**src/rtl/network_pkg.sv**
```systemverilog
`default_nettype none
// +----------------------------------------------------------------------------+
// | network_pkg                                                                |
// | Shared sizes and the constant weight function for the 2-8-6-12 network.    |
// | Revision: 1.0                                                              |
// +----------------------------------------------------------------------------+
package network_pkg;
    localparam int T  = 16;
    localparam int N0 = 2;
    localparam int M1 = 8;
    localparam int M2 = 6;
    localparam int M3 = 12;
    localparam int P1 = 1;
    localparam int P2 = 2;
    localparam int P3 = 4;

    // Wk[m][n] spans -2..2; k is the 1-based layer index.
    function automatic int weight(input int k, input int m, input int n);
        return ((m + 2 * n + k) % 5) - 2;
    endfunction
endpackage
`default_nettype wire

```
**src/rtl/fc_layer.sv**
```systemverilog
`default_nettype none
// +----------------------------------------------------------------------------+
// | fc_layer                                                                   |
// | One ReLU layer: P rows per group, one input column per cycle, wrapping.    |
// | Revision: 1.0                                                              |
// +----------------------------------------------------------------------------+
module fc_layer #(
    parameter int N = 2,
    parameter int M = 8,
    parameter int P = 1,
    parameter int K = 1,
    parameter int T = 16
) (
    input  logic           clk,
    input  logic           reset,
    input  logic           in_valid,
    input  logic [N*T-1:0] in_data,
    output logic           in_take,
    output logic           out_valid,
    input  logic           out_take,
    output logic [M*T-1:0] out_data
);
    localparam int c_G  = M / P;
    localparam int c_CW = (N > 1) ? $clog2(N) : 1;
    localparam int c_GW = (c_G > 1) ? $clog2(c_G) : 1;
    localparam logic [c_CW-1:0] c_COL_LAST = c_CW'(N - 1);
    localparam logic [c_GW-1:0] c_GRP_LAST = c_GW'(c_G - 1);

    logic signed [T-1:0] r_x   [N];
    logic signed [T-1:0] r_acc [P];
    logic signed [T-1:0] w_sum [P];
    logic [c_CW-1:0]     r_col;
    logic [c_GW-1:0]     r_grp;
    logic                r_busy;
    logic                r_full;
    logic signed [T-1:0] w_xn;

    // A new vector is taken only once the previous result has been handed on.
    assign in_take   = in_valid && !r_busy && !r_full;
    assign out_valid = r_full;
    assign w_xn      = r_x[r_col];

    generate
        for (genvar p = 0; p < P; p++) begin : g_mac
            logic signed [T-1:0] w_wt;
            logic signed [T-1:0] w_prod;
            assign w_wt     = T'(network_pkg::weight(K, int'(r_grp) * P + p, int'(r_col)));
            assign w_prod   = w_wt * w_xn;
            assign w_sum[p] = r_acc[p] + w_prod;
        end
    endgenerate

    always_ff @(posedge clk or posedge reset) begin
        if (reset) begin
            r_busy <= 1'b0;
            r_full <= 1'b0;
            r_col  <= '0;
            r_grp  <= '0;
            for (int n = 0; n < N; n++) r_x[n] <= '0;
            for (int p = 0; p < P; p++) r_acc[p] <= '0;
        end else begin
            if (out_take) r_full <= 1'b0;
            if (in_take) begin
                r_busy <= 1'b1;
                for (int n = 0; n < N; n++) r_x[n] <= in_data[n*T +: T];
            end else if (r_busy) begin
                for (int p = 0; p < P; p++) r_acc[p] <= (r_col == c_COL_LAST) ? '0 : w_sum[p];
                if (r_col == c_COL_LAST) begin
                    r_col <= '0;
                    if (r_grp == c_GRP_LAST) begin
                        r_grp  <= '0;
                        r_busy <= 1'b0;
                        r_full <= 1'b1;
                    end else begin
                        r_grp <= r_grp + 1'b1;
                    end
                end else begin
                    r_col <= r_col + 1'b1;
                end
            end
        end
    end

    generate
        for (genvar m = 0; m < M; m++) begin : g_row
            localparam logic [c_GW-1:0] c_ROW_GRP = c_GW'(m / P);
            logic signed [T-1:0] r_y;
            always_ff @(posedge clk or posedge reset) begin
                if (reset)
                    r_y <= '0;
                else if (r_busy && (r_col == c_COL_LAST) && (r_grp == c_ROW_GRP))
                    r_y <= w_sum[m % P][T-1] ? '0 : w_sum[m % P];
            end
            assign out_data[m*T +: T] = r_y;
        end
    endgenerate
endmodule
`default_nettype wire

```
**src/rtl/network_2_8_6_12_7_16.sv**
```systemverilog
`default_nettype none
// +----------------------------------------------------------------------------+
// | network_2_8_6_12_7_16                                                      |
// | Streaming 2->8->6->12 ReLU network: input buffer, three layers, serializer.|
// | Revision: 1.0                                                              |
// +----------------------------------------------------------------------------+
module network_2_8_6_12_7_16
    import network_pkg::*;
(
    input  logic         clk,
    input  logic         reset,
    input  logic         s_valid,
    input  logic         m_ready,
    input  logic [T-1:0] data_in,
    output logic         m_valid,
    output logic         s_ready,
    output logic [T-1:0] data_out
);
    localparam logic [1:0] c_IN_FULL  = 2'(N0);
    localparam logic [3:0] c_OB_WORDS = 4'(M3);

    logic            r_alive;
    logic [1:0]      r_in_cnt;
    logic [N0*T-1:0] r_in_data;
    logic [3:0]      r_ob_cnt;
    logic [M3*T-1:0] r_ob;
    logic            w_in_full;
    logic            w_ob_load;
    logic            w_l1_take, w_l1_valid;
    logic            w_l2_take, w_l2_valid;
    logic            w_l3_take, w_l3_valid;
    logic [M1*T-1:0] w_h1;
    logic [M2*T-1:0] w_h2;
    logic [M3*T-1:0] w_h3;

    assign w_in_full = (r_in_cnt == c_IN_FULL);
    assign s_ready   = r_alive && !w_in_full;
    assign m_valid   = (r_ob_cnt != '0);
    assign data_out  = r_ob[T-1:0];
    assign w_ob_load = w_l3_valid && !m_valid;

    // Words shift in from the top so x[0] ends up in the lowest slot.
    always_ff @(posedge clk or posedge reset) begin
        if (reset) begin
            r_alive   <= 1'b0;
            r_in_cnt  <= '0;
            r_in_data <= '0;
        end else begin
            r_alive <= 1'b1;
            if (w_l1_take) begin
                r_in_cnt <= '0;
            end else if (s_valid && s_ready) begin
                r_in_data <= {data_in, r_in_data[N0*T-1:T]};
                r_in_cnt  <= r_in_cnt + 1'b1;
            end
        end
    end

    always_ff @(posedge clk or posedge reset) begin
        if (reset) begin
            r_ob_cnt <= '0;
            r_ob     <= '0;
        end else if (w_ob_load) begin
            r_ob     <= w_h3;
            r_ob_cnt <= c_OB_WORDS;
        end else if (m_valid && m_ready) begin
            r_ob     <= {{T{1'b0}}, r_ob[M3*T-1:T]};
            r_ob_cnt <= r_ob_cnt - 1'b1;
        end
    end

    fc_layer #(.N(N0), .M(M1), .P(P1), .K(1), .T(T)) u_l1 (
        .clk(clk), .reset(reset),
        .in_valid(w_in_full), .in_data(r_in_data), .in_take(w_l1_take),
        .out_valid(w_l1_valid), .out_take(w_l2_take), .out_data(w_h1)
    );

    fc_layer #(.N(M1), .M(M2), .P(P2), .K(2), .T(T)) u_l2 (
        .clk(clk), .reset(reset),
        .in_valid(w_l1_valid), .in_data(w_h1), .in_take(w_l2_take),
        .out_valid(w_l2_valid), .out_take(w_l3_take), .out_data(w_h2)
    );

    fc_layer #(.N(M2), .M(M3), .P(P3), .K(3), .T(T)) u_l3 (
        .clk(clk), .reset(reset),
        .in_valid(w_l2_valid), .in_data(w_h2), .in_take(w_l3_take),
        .out_valid(w_l3_valid), .out_take(w_ob_load), .out_data(w_h3)
    );
endmodule
`default_nettype wire

```
**config.mk**
```make
export PLATFORM = sky130hd
export DESIGN_NAME = network_2_8_6_12_7_16
export DESIGN_NICKNAME = d
export VERILOG_FILES = /design/src/rtl/network_pkg.sv /design/src/rtl/fc_layer.sv /design/src/rtl/network_2_8_6_12_7_16.sv
export SDC_FILE = /design/constraint.sdc
export NUM_CORES = 2
export LEC_CHECK = 0
export CORE_ASPECT_RATIO = 2
export CORE_UTILIZATION = 40
export CTS_BUF_LIST = sky130_fd_sc_hd__clkbuf_4 sky130_fd_sc_hd__clkbuf_8
export DETAILED_ROUTE_END_ITERATION = 10
export SLEW_MARGIN = 15
export SYNTH_ARGS = -nofsm -noshare
export SYNTH_HDL_FRONTEND = slang
export SYNTH_HIERARCHICAL = 1
export SYNTH_SLANG_ARGS = --single-unit
```
**constraint.sdc**
```tcl
create_clock -name clk -period 20.6 [get_ports clk]
set_input_delay 4.12 -clock clk [delete_from_list [all_inputs] [get_ports clk]]
set_output_delay 4.12 -clock clk [all_outputs]
set_load 0.05 [all_outputs]
```
==> results_dict.tcl <==
set metrics [dict create \
    ctsHoldBuffers 0 \
    coreArea_um2 201000 \
    insertion_delay_ns 0.90 \
    cts.root.buffer_cell "clkbuf_8" \
    first_iter_violations 2933 \
    seq_area_frac_synth_pct 31.1 \
    cp_max_fo 36 \
    grt_pass1_wl_um 376000 \
    setup_viol 0 \
    via_per_inst 5.43 \
    cts_setup_buffers 0 \
    firstDrtPassIters 6 \
    die-height_um 639 \
    antenna_found_initial 2 \
    tritoncts "built" \
    ios 38 \
    cts_sinks 1009 \
    finalHoldViolations 0 \
    tightest_slew_ns 1.31 \
    synth_edf_count 0 \
    io_buffer_count 37 \
    die_x_um 320 \
    syn_inst 8183 \
    cp_common_cell "ha_1" \
    grt_use_total_pct 24.0 \
    grt_start_max_net_pins 146 \
    final.setup.tns_ns 0 \
    hold_start "u_l3/g_row[11].r_y[3]$_DFFE_PP0P_" \
    clock.fmax_ghz 0.0604 \
    cts_max_path_buffers 4 \
    drv_slew 0 \
    period_share_pct 80.3 \
    nets 9314 \
    status "completed" \
    cts_max_level 4 \
    clk_pin_slew_ns 0.06 \
    rsz0062_at_grt "false" \
    syn-cell-area_um2 81100 \
    reg2reg_depth 53 \
    multi_input_area_um2 49700 \
    synth_top_flop_cell "dfrtp_1" \
    cp_slowest_cell "xnor3_2" \
    drive_gt1_share_pct 12.9 \
    fin_crit_ns 16.55 \
    place_congestion 0.951 \
    crit_arrival_ns 17.27 \
    routed_wl_um 243000 \
    rows 233 \
    ys_types 132 \
    min_path_cells 2 \
    num-fill-cells 19400 \
    cts_resized 0 \
    grt.overflow.total 0 \
    areaGrowthSynthToFinish_pct 7.99 \
    place_hpwl_um 185000 \
    ys_async_sr_fraction_pct 100 \
    cp_slowest_stage_delay_ns 0.87 \
    yosys_warnings 6 \
    cp-end-kind "flop" \
    drc_errors 0 \
    wl_per_cell_um 22.3 \
    start_kind "flop" \
    seqCellArea_um2 25300 \
    relSlewSlack_pct 12.2 \
    hold_class "flop to flop" \
    initial_core_util_pct 40.3 \
    avgSynthCellArea_um2 9.91 \
    finalClockSkew_ns 0.0900 \
    drv_cap 0 \
    worstPathRequired_ns 21.32 \
    grt_pass1_vias 65100 \
    crit_type "flop to flop" \
    ys_ff_latch 1009 \
    cp-startpoint "u_l3/r_col[1]$_DFFE_PP0P_" \
    antenna_left 0 \
    cts-buffers-inserted 163 \
    dieArea_um2 205000 \
    num_vias 59200 \
    r2r_start "u_l3/r_col[1]$_DFFE_PP0P_" \
]
worst max-delay path: cells and delay by family (launching register included):
kind | cells | cell delay [ns]
adders and majority gates | 14 | 5.58
and+or+nand+nor | 10 | 1.86
DFF | 1 | 0.33
AOI/OAI and AO/OA | 10 | 3.04
xor gates and xnor gates | 8 | 3.28
muxes | 1 | 0.31
buffers and inverters | 10 | 1.88
synth_stat cells, types with 29 or more instances:
cell type	n	share of area, %
mux4_2	48	1.3
o21ai_1	74	0.46
o31ai_1	224	2.1
and2_1	185	1.4
mux2_2	326	4.5
fa_1	658	16
inv_1	1157	5.4
ha_1	539	8.3
o211ai_1	29	0.27
o21ai_0	207	1.3
a21oi_1	169	1.0
a221o_1	161	2.0
clkbuf_1	306	1.4
a21o_1	38	0.35
or2_2	97	0.75
o21bai_1	45	0.42
nor2_1	668	3.1
xor2_1	68	0.73
buf_2	50	0.31
nand3_1	49	0.30
a22o_1	50	0.54
buf_4	54	0.50
nand2_1	734	3.4
o2bb2ai_1	41	0.44
or3_1	32	0.25
nor2b_1	58	0.45
nor3_1	68	0.42
dfrtp_1	1009	31
nand2b_1	142	1.1
mux2i_1	78	0.96
xnor2_1	268	2.9
routing by layer:
layer,global-route usage [%],share of wire [%],vias to the layer above
li1,-,-,26900
met1,21.6,32,30000
met2,47.0,55,1495
met3,2.49,3.0,815
met4,20.7,10,2
met5,0,0.0053,-
state kept, by name (all words and copies together) (netlist names), 4 cells and up:
register	count
r_in_data	32
r_ob	192
r_ob_cnt	4
u_l1/g_row.r_y	120
u_l1/r_acc	16
u_l1/r_x	32
u_l2/g_row.r_y	90
u_l2/r_acc	32
u_l2/r_x	128
u_l3/g_row.r_y	180
u_l3/r_acc	64
u_l3/r_x	96
worst paths after layout:
| kind | to | slack [ns] |
|---|---|---|
| setup / recovery | u_l3/g_row[7].r_y[2]$_DFFE_PP0P_ | 4.05 |
| hold / removal | r_ob[179]$_DFFE_PP0P_ | 0.46 |
| setup reg to reg | u_l3/g_row[7].r_y[2]$_DFFE_PP0P_ | 4.05 |
| hold reg to reg | r_ob[179]$_DFFE_PP0P_ | 0.46 |
| max in group asynchronous | u_l2/r_x[34]$_DFFE_PP0P_ | 13.31 |
| min in group asynchronous | u_l1/r_x[12]$_DFFE_PP0P_ | 4.11 |
final cells by class:
type	instances	share of cell area [%]
Antenna cell	4	0.0114
Clock buffer	250	3.62
Clock inverter	28	0.276
Inverter	1169	5.05
Multi-Input combinational cell	5574	56.7
Sequential cell	1009	28.8
Tap cell	2702	3.86
Timing Repair Buffer	180	1.66
logic make-up (layout without fill, tap and decap cells):
family,Yosys count,in the layout,share of synthesized area (%)
AND/OR/NAND/NOR,2182,2182,12.6
buffers and inverters,1623,1627,8.05
AO/OA/AOI/OAI,1349,1349,12.4
adder cells (fa/ha/maj),1197,1197,24.6
flip-flops,1009,1009,31.1
multiplexers,453,453,6.85
XOR/XNOR,366,366,4.41
other,4,31,0.0185
cells in the final DEF, fill, tap and decap left out, types with 24 or more instances in the layout:
master              n
a211oi_1           28
a21o_1             38
a21oi_1           157
a221o_1           161
a22o_1             50
a31oi_1            24
and2_1            185
buf_4             142
clkbuf_4           43
clkbuf_8          207
clkdlybuf4s50_1    37
conb_1             27
dfrtp_1          1005
fa_1              658
ha_1              539
inv_1            1152
mux2_2            326
mux2i_1            73
mux4_2             48
nand2_1           732
nand2b_1          142
nand3_1            49
nor2_1            667
nor2b_1            57
nor3_1             64
o211ai_1           29
o21a_1             25
o21ai_0           207
o21ai_1            73
o21bai_1           45
o2bb2ai_1          41
o31ai_1           224
or2_2              97
or3_1              29
xnor2_1           264
xor2_1             68
metrics by stage:
| stage | hold WS, ns | setup slack [ns] | std cells | util, % | area [µm²] |
|---|---|---|---|---|---|
| finish | 0.458 | 4.05 | 10900 | 43.5 | 87600 |
| global route | 0.471 | 3.05 | 10900 | 43.5 | 87600 |
| CTS | 0.450 | 4.21 | 10900 | 43.5 | 87600 |
| detailed placement | 0.460 | 4.29 | 10600 | 41.8 | 84200 |
| global placement | 0.451 | 4.64 | 10600 | 41.8 | 84200 |
| floorplan | 0.440 | 5.23 | 8206 | - | 81200 |
Power is left out: the tool's default activity adds up to more than one toggle a clock period on the data nets, which glitch-free logic cannot reach.
